===== src/rtl/cardinal_nic_q.sv =====
// Queued cardinal NIC: DEPTH-entry FIFOs between a CPU register port and a ring node.
// Optional saturating rx/tx statistics counters are enabled by defining NIC_STATS_EN.
module cardinal_nic_q #(
  parameter int DATA_W = 64,
  parameter int DEPTH  = 4,
  parameter int CNT_W  = 16
) (
  input  logic              clk,
  input  logic              reset,
  input  logic [1:0]        addr,
  input  logic [DATA_W-1:0] d_in,
  output logic [DATA_W-1:0] d_out,
  input  logic              nicEn,
  input  logic              nicWrEn,
  input  logic              net_si,
  output logic              net_ri,
  input  logic [DATA_W-1:0] net_di,
  output logic              net_so,
  input  logic              net_ro,
  output logic [DATA_W-1:0] net_do,
  input  logic              net_polarity
);

  localparam int PTR_W    = $clog2(DEPTH);
  localparam int CNT_BITS = PTR_W + 1;
  localparam logic [CNT_BITS-1:0] FULL_CNT = CNT_BITS'(DEPTH);

  localparam logic [1:0] A_IN_DATA  = 2'b00;
  localparam logic [1:0] A_IN_STAT  = 2'b01;
  localparam logic [1:0] A_OUT_DATA = 2'b10;
  localparam logic [1:0] A_OUT_STAT = 2'b11;

  logic [DATA_W-1:0]   r_in_mem  [DEPTH];
  logic [DATA_W-1:0]   r_out_mem [DEPTH];
  logic [PTR_W-1:0]    r_in_wr, r_in_rd, r_out_wr, r_out_rd;
  logic [CNT_BITS-1:0] r_in_count, r_out_count;
  logic                r_net_so;
  logic [DATA_W-1:0]   r_net_do;

  logic              w_in_empty, w_in_full, w_out_empty, w_out_full;
  logic              w_cpu_rd, w_cpu_wr;
  logic              w_in_push, w_in_pop, w_out_push, w_inj;
  logic [DATA_W-1:0] w_in_head, w_out_head;
  logic [DATA_W-1:0] w_in_status, w_out_status;

  assign w_in_empty  = (r_in_count == '0);
  assign w_in_full   = (r_in_count == FULL_CNT);
  assign w_out_empty = (r_out_count == '0);
  assign w_out_full  = (r_out_count == FULL_CNT);

  assign w_cpu_rd = nicEn && !nicWrEn;
  assign w_cpu_wr = nicEn && nicWrEn;

  assign w_in_head  = r_in_mem[r_in_rd];
  assign w_out_head = r_out_mem[r_out_rd];

  // A ring delivery while full is a protocol violation and is simply ignored.
  assign w_in_push  = net_si && !w_in_full;
  assign w_in_pop   = w_cpu_rd && (addr == A_IN_DATA) && !w_in_empty;
  // Fullness is judged before the edge, so a write while full is lost even if
  // an injection frees a slot on the same edge.
  assign w_out_push = w_cpu_wr && (addr == A_OUT_DATA) && !w_out_full;
  assign w_inj      = !w_out_empty && net_ro && (w_out_head[DATA_W-1] == net_polarity);

  assign net_ri = !w_in_full;
  assign net_so = r_net_so;
  assign net_do = r_net_do;

  // NOTE: FIFO storage has no reset; the pointers and counts define which
  // entries are valid, so clearing the array would only cost reset fan-out.
  always_ff @(posedge clk) begin
    if (w_in_push)  r_in_mem[r_in_wr]   <= net_di;
    if (w_out_push) r_out_mem[r_out_wr] <= d_in;
  end

  always_ff @(posedge clk or posedge reset) begin
    if (reset) begin
      r_in_wr    <= '0;
      r_in_rd    <= '0;
      r_in_count <= '0;
    end else begin
      if (w_in_push) r_in_wr <= r_in_wr + 1'b1;
      if (w_in_pop)  r_in_rd <= r_in_rd + 1'b1;
      case ({w_in_push, w_in_pop})
        2'b10:   r_in_count <= r_in_count + 1'b1;
        2'b01:   r_in_count <= r_in_count - 1'b1;
        default: r_in_count <= r_in_count;
      endcase
    end
  end

  always_ff @(posedge clk or posedge reset) begin
    if (reset) begin
      r_out_wr    <= '0;
      r_out_rd    <= '0;
      r_out_count <= '0;
    end else begin
      if (w_out_push) r_out_wr <= r_out_wr + 1'b1;
      if (w_inj)      r_out_rd <= r_out_rd + 1'b1;
      case ({w_out_push, w_inj})
        2'b10:   r_out_count <= r_out_count + 1'b1;
        2'b01:   r_out_count <= r_out_count - 1'b1;
        default: r_out_count <= r_out_count;
      endcase
    end
  end

  // net_do keeps the last injected packet between injections.
  always_ff @(posedge clk or posedge reset) begin
    if (reset) begin
      r_net_so <= 1'b0;
      r_net_do <= '0;
    end else begin
      r_net_so <= w_inj;
      if (w_inj) r_net_do <= w_out_head;
    end
  end

`ifdef NIC_STATS_EN
  logic [CNT_W-1:0] r_rx_cnt, r_tx_cnt;
  logic             w_rx_clr, w_tx_clr;

  assign w_rx_clr = w_cpu_wr && (addr == A_IN_STAT);
  assign w_tx_clr = w_cpu_wr && (addr == A_OUT_STAT);

  // A clear takes priority over a same-cycle increment.
  always_ff @(posedge clk or posedge reset) begin
    if (reset) begin
      r_rx_cnt <= '0;
      r_tx_cnt <= '0;
    end else begin
      if (w_rx_clr)                     r_rx_cnt <= '0;
      else if (w_in_push && ~&r_rx_cnt) r_rx_cnt <= r_rx_cnt + 1'b1;
      if (w_tx_clr)                     r_tx_cnt <= '0;
      else if (w_inj && ~&r_tx_cnt)     r_tx_cnt <= r_tx_cnt + 1'b1;
    end
  end
`endif

  always_comb begin
    w_in_status              = '0;
    w_in_status[0]           = !w_in_empty;
    w_in_status[CNT_BITS:1]  = r_in_count;
    w_out_status             = '0;
    w_out_status[0]          = w_out_full;
    w_out_status[CNT_BITS:1] = r_out_count;
`ifdef NIC_STATS_EN
    w_in_status[CNT_W+15:16]  = r_rx_cnt;
    w_out_status[CNT_W+15:16] = r_tx_cnt;
`else
    w_in_status[CNT_W+15:16]  = '0;
    w_out_status[CNT_W+15:16] = '0;
`endif
  end

  always_comb begin
    d_out = '0;
    case (addr)
      A_IN_DATA:  d_out = w_in_empty ? '0 : w_in_head;
      A_IN_STAT:  d_out = w_in_status;
      A_OUT_DATA: d_out = '0;
      A_OUT_STAT: d_out = w_out_status;
      default:    d_out = '0;
    endcase
  end

endmodule

===== config.mk =====
export PLATFORM = sky130hd
export DESIGN_NAME = cardinal_nic_q
export DESIGN_NICKNAME = d
export VERILOG_FILES = /design/src/rtl/cardinal_nic_q.sv
export SDC_FILE = /design/constraint.sdc
export NUM_CORES = 1
export LEC_CHECK = 0
export ABC_AREA = 1
export BUFFER_PORTS_ARGS = -buffer_cell sky130_fd_sc_hd__buf_2
export CAP_MARGIN = 20
export CORE_AREA = 8 8 180 310
export DETAILED_ROUTE_END_ITERATION = 10
export DIE_AREA = 0 0 188 318
export SYNTH_ARGS = -nofsm -noshare
export SYNTH_HDL_FRONTEND = slang
export SYNTH_SLANG_ARGS = --single-unit

===== constraint.sdc =====
create_clock -name clk -period 4.5 [get_ports clk]
set_input_delay 0.45 -clock clk [delete_from_list [all_inputs] [get_ports clk]]
set_output_delay 0.45 -clock clk [all_outputs]
set_load 0.01 [all_outputs]

; ---- Word level (Yosys, flattened, before mapping)
; Memories as Yosys holds them, arrays and structs flattened.
; Cells that the tools add are included.
[classes]
n_addsub = 8
n_eq_ne = 10
muxes = 8
n_reduce_logical = 19
[ops]
columns = cell, n
row1 = one-hot mux 64 bit (4 select lines), 1
row2 = two-way mux 64 bit, 1
row3 = one-hot mux 3 bit (2 select lines), 2
row4 = logical AND 1 bit, 9
row5 = "adder 2 x 1 -> 2 bit, second input constant", 4
row6 = "equality test 2 bit, second input constant", 4
row7 = "adder 3 x 1 -> 3 bit, second input constant", 2
row8 = "equality test 2 x 1 -> 1 bit, second input constant", 3
row9 = "equality test 3 bit, second input constant", 2
row10 = zero test 3 bit, 2
row11 = "subtractor 3 x 1 -> 3 bit, second input constant", 2
row12 = zero test 1 bit, 5
row13 = two-way mux 1 bit, 4
row14 = nonzero test 2 bit, 2
row15 = zero test 2 bit, 1
row16 = equality test 1 bit, 1
[word_totals]
regBits = 79
mem_bits_rw = 512
inputBits = 137
output_inout_bits = 130
elab_cells = 55
memories = 2
[memory_table]
columns = name, words, width, rd, rd_clocked_by_memory_dff, wr, line
row1 = r_in_mem, 4, 64, 1, 0, 1, 33  ; logic [DATA_W-1:0] r_in_mem [DEPTH];
row2 = r_out_mem, 4, 64, 1, 0, 1, 34  ; logic [DATA_W-1:0] r_out_mem [DEPTH];

; ---- Longest topological paths before layout
; Gate-level depths: netlist (run 1).
[depth]
word_depth = 6
ltp_mapped = 16
depth_no_buf = 13

; ---- Least setup slack after synthesis (run 1)
; Ideal clock, no wire load.
[synth_timing]
path_type = input -> register
startpoint = input addr[1]
endpoint = memory r_out_mem[0][0] (enable)
setup_ps = 487
arrival_time_ps = 3536
required_ps = 4013
slack_ps = 478
stages = 4
path_buffers = 0
path_cell_list = inv_1 -> nor3_1 -> nand2_1 -> nor2_1
[synth_via]
elab_chain_cells = 5
[synth_lines]
columns = item, line
row1 = start: declaration, 10  ; input logic [1:0] addr,
row2 = equality test 2 bit, 62  ; assign w_out_push = w_cpu_wr && (addr == A_OUT_DATA) && !w_out_full;
row3 = logical AND 1 bit (2 in series), 62
row4 = two-way mux 1 bit, 73  ; if (w_out_push) r_out_mem[r_out_wr] <= d_in;
row5 = two-way mux 1 bit (implied by the code), 73
row6 = end: declaration, 34
; Every way passes these cells.

; ---- Worst setup path in the final report (run 1)
[layout_timing]
startpoint = register r_in_rd[0]
endpoint = output d_out[12]
[layout_via]
elab_chain_cells = 3
[layout_lines]
columns = item, line
row1 = start: declaration, 35  ; logic [PTR_W-1:0] r_in_wr, r_in_rd, r_out_wr, r_out_rd;
row2 = start signal: assignment, 83  ; if (w_in_pop) r_in_rd <= r_in_rd + 1'b1;
row3 = memory read (4 x 64 bit), -
row4 = two-way mux 64 bit, 159  ; A_IN_DATA: d_out = w_in_empty ? '0 : w_in_head;
row5 = one-hot mux 64 bit (4 select lines), 158  ; case (addr)
row6 = end: declaration, 12  ; output logic [DATA_W-1:0] d_out,
; Every way passes these cells.

==> results.sh, run 1 <==
export IMPL_hp_start="d_in[36]"
export IMPL_synth_edf_count=512
export IMPL_synth_top_area_frac=0.6715
export IMPL_die_y_um=318
export IMPL_clockRootBuffer="clkbuf_16"
export IMPL_area_growth_pct=16.78
export IMPL_p_sw_frac=0.3314
export IMPL_worst_slew_pin_slew_ns=1.070
export IMPL_vias=14680
export IMPL_r2r_cells=11
export IMPL_routed_wirelength_um=54270
export IMPL_p_sw_w=0.005468
export IMPL_rsz0062_at_grt="no"
export IMPL_cp_required_ns=4.05
export IMPL_clk_pin_slew_ns=0.06
export IMPL_ctsResizeCount=0
export IMPL_gp_congestion=0.7568
export IMPL_yosys_warnings=0
export IMPL_maxSlewViolCount=0
export IMPL_seqPwrFrac=0.442
export IMPL_synth_main_ff_cell="edfxtp_1"
export IMPL_dp_hpwl_um=31230
export IMPL_hold_viol=0
export IMPL_grt_total_usage=0.1775
export IMPL_p_comb_frac=0.267
export IMPL_setup_viol=0
export IMPL_tns_ns=0
export IMPL_ant_nets=0
export IMPL_port_buffers=266
export IMPL_crit_start="r_in_rd[0]$_DFFE_PP0P_"
export IMPL_placeableCoreArea_um2=51340
export IMPL_avgSynthCellArea_um2=12.48
export IMPL_critPathLaunchType="flop"
export IMPL_fin_crit_sh=0.8246
export IMPL_synthesis_nets=1984
export IMPL_leakage_nw=10.08
export IMPL_synthArstFlopShare=0.1337
export IMPL_final_fill_count=4351
export IMPL_h_tree_depth=2
export IMPL_drive_gt1_frac=0.1871
export IMPL_initial_core_util=0.4460
export IMPL_clock_sinks=591
export IMPL_first_global_vias=14860
export IMPL_slew_headroom=0.2869
export IMPL_p_int_w=0.01103
export IMPL_synth_common_cells="edfxtp_1, nor2_1, o21ai_0"
export IMPL_fin_nets=2221
export IMPL_ctsHoldBuffers=1
export IMPL_period_needed_ns=3.711
export IMPL_fp_row_count=110
export IMPL_cts_buffers_inserted=53
export IMPL_die_w_um=188
export IMPL_drt_iter0_drc=934
export IMPL_die_area_um2=59780
export IMPL_crit_arrival_ns=3.26
export IMPL_post_synth_top_count_cell="edfxtp_1"
export IMPL_hp_class="primary input to flop"
export IMPL_synth_top_area_cell="edfxtp_1"
export IMPL_clk_insertion_delay_late_ns=0.58
export IMPL_ys_seq_elements=591
export IMPL_synthTopCellsByArea="edfxtp_1, dfrtp_1, nor2_1"
export IMPL_hold_path_cell_count=1
export IMPL_outcome="complete, no violations"
export IMPL_power_total_w=0.01650
export IMPL_r2r_slack_ns=1.69
export IMPL_drv_cap=0
export IMPL_clock_fmax_ghz=0.2695
export IMPL_path_max_fanout=58
export IMPL_drtPass1Iterations=6
export IMPL_end_kind="output pin"
export IMPL_vdd_drop_max_v=0.0004270
export IMPL_ys_types=25
export IMPL_drc_errors=0
export IMPL_criticalPathCategory="flop to output pin"
export IMPL_ctsLongestPathBuffers=3
export IMPL_mappedNetlistArea_um2=22900
export IMPL_ys_seq_area_frac=0.7578
export IMPL_cellPowerDensity_nw_per_um2=617.0
export IMPL_cts_setup_buffers=0
export IMPL_antenna_found_initial=14
export IMPL_grt_max_degree=91
export IMPL_syn_inst=1835
export IMPL_grt_remaining_overflow=0
export IMPL_wl_per_cell_um=19.42
export IMPL_vias_per_cell=5.252
export IMPL_finalClockSkew_ns=0.01200
export IMPL_timing_rr_start="r_in_count[0]$_DFFE_PP0P_"
export IMPL_cts_tree="built"
export IMPL_grt_pass1_wl_um=84080
export IMPL_io_pins=267
export IMPL_power_frac_clock=0.291
-- final timing paths --
path,end
max,d_out[12]
min,r_out_mem[3][36]$_DFFE_PP_
max reg2reg,r_in_count[2]$_DFFE_PP0P_
min reg2reg,net_do[14]$_DFFE_PP0P_
max in group asynchronous,net_do[21]$_DFFE_PP0P_
min in group asynchronous,net_do[36]$_DFFE_PP0P_
-- cells by family (layout without fill, tap and decap cells) --
kind of cell / after synthesis / in the layout / share of synthesized area
AO/OA/AOI/OAI: 381 / 381 / 0.08415
adder cells (fa/ha/maj): 12 / 12 / 0.007213
flip-flops: 591 / 591 / 0.7578
buffers and inverters: 143 / 424 / 0.02770
other: 0 / 7 / 0
XOR/XNOR: 8 / 8 / 0.003060
AND/OR/NAND/NOR: 700 / 700 / 0.1201
-- area by class of cell --
class                           instances  area (um^2)  share of cell area
Clock buffer                           64         1419             0.05306
Timing Repair Buffer                  293         1536             0.05746
Antenna cell                            7        17.52           0.0006551
Multi-Input combinational cell       1101         4990              0.1866
Sequential cell                       591        17360              0.6492
Tap cell                              672        840.8             0.03144
Clock inverter                         35        449.2             0.01680
Inverter                               32        126.4            0.004726
-- flip-flops by register name, indices dropped and copies added, names as in the netlist --
register	flops
r_in_mem	256
r_out_count	3
net_so	1
r_in_count	3
r_in_rd	2
r_out_wr	2
r_out_mem	256
net_do	64
r_out_rd	2
r_in_wr	2
-- cells in the final DEF, fill, tap and decap left out, types with 4 or more instances in the layout --
master        n
ha_1         10
clkinv_2      9
o21ai_1      24
clkbuf_16    54
clkbuf_1      7
nor2_1      434
buf_2       266
nand2_1     168
xor2_1        6
a21oi_1      64
clkinvlp_4    4
nand3_1      81
o21ai_0     288
dfrtp_1      76
buf_4        26
edfxtp_1    512
clkinv_1     10
diode_2       7
nor2_4        8
bufinv_16    10
inv_1        27
-- metrics by stage --
stage                 util  setup WS [ns]  std cells  hold WS [ns]  instance area (um^2)
global placement    0.4839          1.406       2688        0.4481                 24840
global route        0.5206         0.5244       2790       0.03880                 26730
finish              0.5209         0.7894       2795       0.07662                 26740
floorplan                -         0.4777       1835        0.4465                 22900
CTS                 0.5205         0.6961       2788       0.02661                 26720
detailed placement  0.4839          1.363       2688        0.4562                 24840
-- critical path: stages (launching register included) --
cell,delay [ns]
dfrtp_4,0.72
clkinv_2,0.28
buf_4,0.51
buf_4,0.50
o21ai_0,0.18
a21oi_1,0.22
buf_2,0.17
-- metal layers --
layer,share of wire,wire length [um],GRT usage,vias to the layer above
met3,0.071,3864,0.04537,96
met4,0.023,1236,0.05286,16
met5,0.0015,83,0,-
met2,0.50,26860,0.3067,455
li1,-,-,-,6926
met1,0.41,22220,0.2155,7187
-- power groups by stage --
stage                     clock (W)  sequential, W  combinational [W]
after floorplan                   0        0.00735            0.00298
after detailed placement          0        0.00742            0.00449
after CTS                   0.00493        0.00730            0.00452
after global placement            0        0.00739            0.00438
final                       0.00480        0.00730            0.00440
after global routing        0.00512        0.00739            0.00502
Note: power is estimated with default switching activity, not from simulation.
==> run 2: changes to the inputs <==
--- a/config.mk
+++ b/config.mk
@@ -11,6 +11,7 @@
 export CORE_AREA = 8 8 180 310
 export DETAILED_ROUTE_END_ITERATION = 10
 export DIE_AREA = 0 0 188 318
+export PLACE_DENSITY = 0.66
 export SYNTH_ARGS = -nofsm -noshare
 export SYNTH_HDL_FRONTEND = slang
 export SYNTH_SLANG_ARGS = --single-unit
==> constraint.sdc (replaced) <==
create_clock -name clk -period 3.2 [get_ports clk]
set_input_delay 0.32 -clock clk [delete_from_list [all_inputs] [get_ports clk]]
set_output_delay 0.32 -clock clk [all_outputs]
set_load 0.01 [all_outputs]
==> run 2 against run 1 <==
Compared with the run above: global-route usage is 0.39 points higher; sequential power is 38% higher; critical path depth stayed put; die area stayed put; largest cell class unchanged; highest routed layer unchanged.
==> results.sh, run 2 (same netlist as run 1, synthesis figures left out) <==
export IMPL_power_total_w=0.02307
export IMPL_clk_insertion_delay_late_ns=0.58
export IMPL_reg2reg_to="net_do[27]$_DFFE_PP0P_"
export IMPL_grt_total_usage=0.1814
export IMPL_maxSlewViolCount=0
export IMPL_area_growth_pct=22.58
export IMPL_setup_slack_ns=0.2765
export IMPL_die_area_um2=59780
export IMPL_io_pins=267
export IMPL_worst_hold_path_endpoint="net_do[63]$_DFFE_PP0P_"
export IMPL_path_max_fanout=49
export IMPL_grt_remaining_overflow=0
export IMPL_port_buffers=266
export IMPL_drtPass1Iterations=6
export IMPL_clockRootBuffer="clkbuf_16"
export IMPL_ant_nets=0
export IMPL_placeableCoreArea_um2=51340
export IMPL_final_common_cell="edfxtp_1"
export IMPL_routed_wirelength_um=55700
export IMPL_die_y_um=318
export IMPL_ctsHoldBuffers=129
export IMPL_setup_viol=0
export IMPL_slew_headroom=0.3227
export IMPL_die_w_um=188
export IMPL_hold_viol=0
export IMPL_antenna_found_initial=2
export IMPL_fin_nets=2354
export IMPL_worst_slew_pin_slew_ns=1.016
export IMPL_grt_pass1_wl_um=87060
export IMPL_cts_tree="built"
export IMPL_vias=15480
export IMPL_drc_errors=0
export IMPL_hold_path_cell_count=3
export IMPL_vdd_drop_max_v=0.0005820
export IMPL_finalClockSkew_ns=0.01712
export IMPL_cp_required_ns=2.88
export IMPL_drt_iter0_drc=960
export IMPL_drv_cap=0
export IMPL_rsz0062_at_grt="no"
export IMPL_ctsResizeCount=0
export IMPL_hp_start="net_polarity"
export IMPL_cts_setup_buffers=0
export IMPL_leakage_nw=10.63
export IMPL_first_global_vias=16100
export IMPL_criticalPathCategory="flop to output pin"
export IMPL_r2r_slack_ns=0.69
export IMPL_clk_pin_slew_ns=0.06
export IMPL_outcome="complete, no violations"
export IMPL_initial_core_util=0.4460
export IMPL_cts_buffers_inserted=53
export IMPL_dp_hpwl_um=31570
export IMPL_critPathLaunchType="flop"
export IMPL_r2r_cells=8
export IMPL_fin_crit_sh=0.9136
export IMPL_crit_arrival_ns=2.60
export IMPL_h_tree_depth=2
export IMPL_period_needed_ns=2.924
export IMPL_grt_max_degree=132
export IMPL_clock_sinks=591
export IMPL_pre_cts_ws_ns=0.7286
export IMPL_ctsLongestPathBuffers=3
export IMPL_hp_class="primary input to flop"
export IMPL_final_cell_mix="edfxtp_1, nor2_1, o21ai_0"
export IMPL_vias_per_cell=5.299
export IMPL_wl_per_cell_um=19.06
export IMPL_gp_congestion=0.7668
export IMPL_timing_rr_start="r_out_rd[0]$_DFFE_PP0P_"
export IMPL_cellPowerDensity_nw_per_um2=822.1
export IMPL_drive_gt1_frac=0.1770
export IMPL_fp_row_count=110
export IMPL_end_kind="output pin"
export IMPL_fin_util=0.5467
export IMPL_clock_fmax_ghz=0.3421
[run 2: layout make-up]
class | count | area [um^2]
Multi-Input combinational cell | 1101 | 4990
Inverter | 32 | 125.1
Clock buffer | 74 | 1508
Sequential cell | 591 | 17360
Timing Repair Buffer | 426 | 3030
Clock inverter | 24 | 207.7
Fill cell | 4154 | 23270
Tap cell | 672 | 840.8
Antenna cell | 2 | 5.005
[run 2: critical path: stages (launching register included)]
cell and delay, ns:
dfrtp_1 0.39, inv_1 0.14, nand3_1 0.13, nand2_2 0.31, buf_4 0.59, a21oi_1 0.17
buf_2 0.20
[run 2: layer usage]
| layer | track usage | vias to the layer above | routed length, um |
|---|---|---|---|
| met5 | 0 | - | 12 |
| met4 | 0.06621 | 2 | 1615 |
| met3 | 0.03562 | 105 | 3707 |
| met2 | 0.3271 | 560 | 28810 |
| met1 | 0.2099 | 7640 | 21560 |
| li1 | - | 7176 | - |
[run 2: stage by stage]
| stage | instance area [um^2] | hold slack (ns) | setup TNS [ns] | std cells |
|---|---|---|---|---|
| after floorplan | 22900 | 0.4189 | -329.43 | 1835 |
| after global placement | 25060 | 0.4450 | 0 | 2693 |
| after detailed placement | 25060 | 0.4542 | 0 | 2693 |
| after CTS | 28060 | 0.03819 | 0 | 2920 |
| after global routing | 28060 | 0.08818 | 0 | 2921 |
| final | 28070 | 0.08173 | 0 | 2922 |
[run 2: worst max-delay path by stage]
stage	start	end	slack, ns	depth (start not counted)
final	r_in_count[0]$_DFFE_PP0P_	d_out[47]	0.28	6
after detailed placement	r_out_rd[0]$_DFFE_PP0P_	net_do[27]$_DFFE_PP0P_	0.73	8
after floorplan	r_in_count[0]$_DFFE_PP0P_	r_in_mem[0][0]$_DFFE_PP_	-0.74	4
after global routing	r_in_count[1]$_DFFE_PP0P_	d_out[47]	0.14	6
after CTS	r_in_count[0]$_DFFE_PP0P_	d_out[47]	0.20	6
after global placement	addr[0]	r_in_count[2]$_DFFE_PP0P_	0.81	11
[run 2: power breakdown]
group | internal (W) | total, W | switching (W)
clock | 0.00353 | 0.00621 | 0.00268
sequential | 0.00963 | 0.0101 | 0.000425
combinational | 0.00216 | 0.00681 | 0.00465
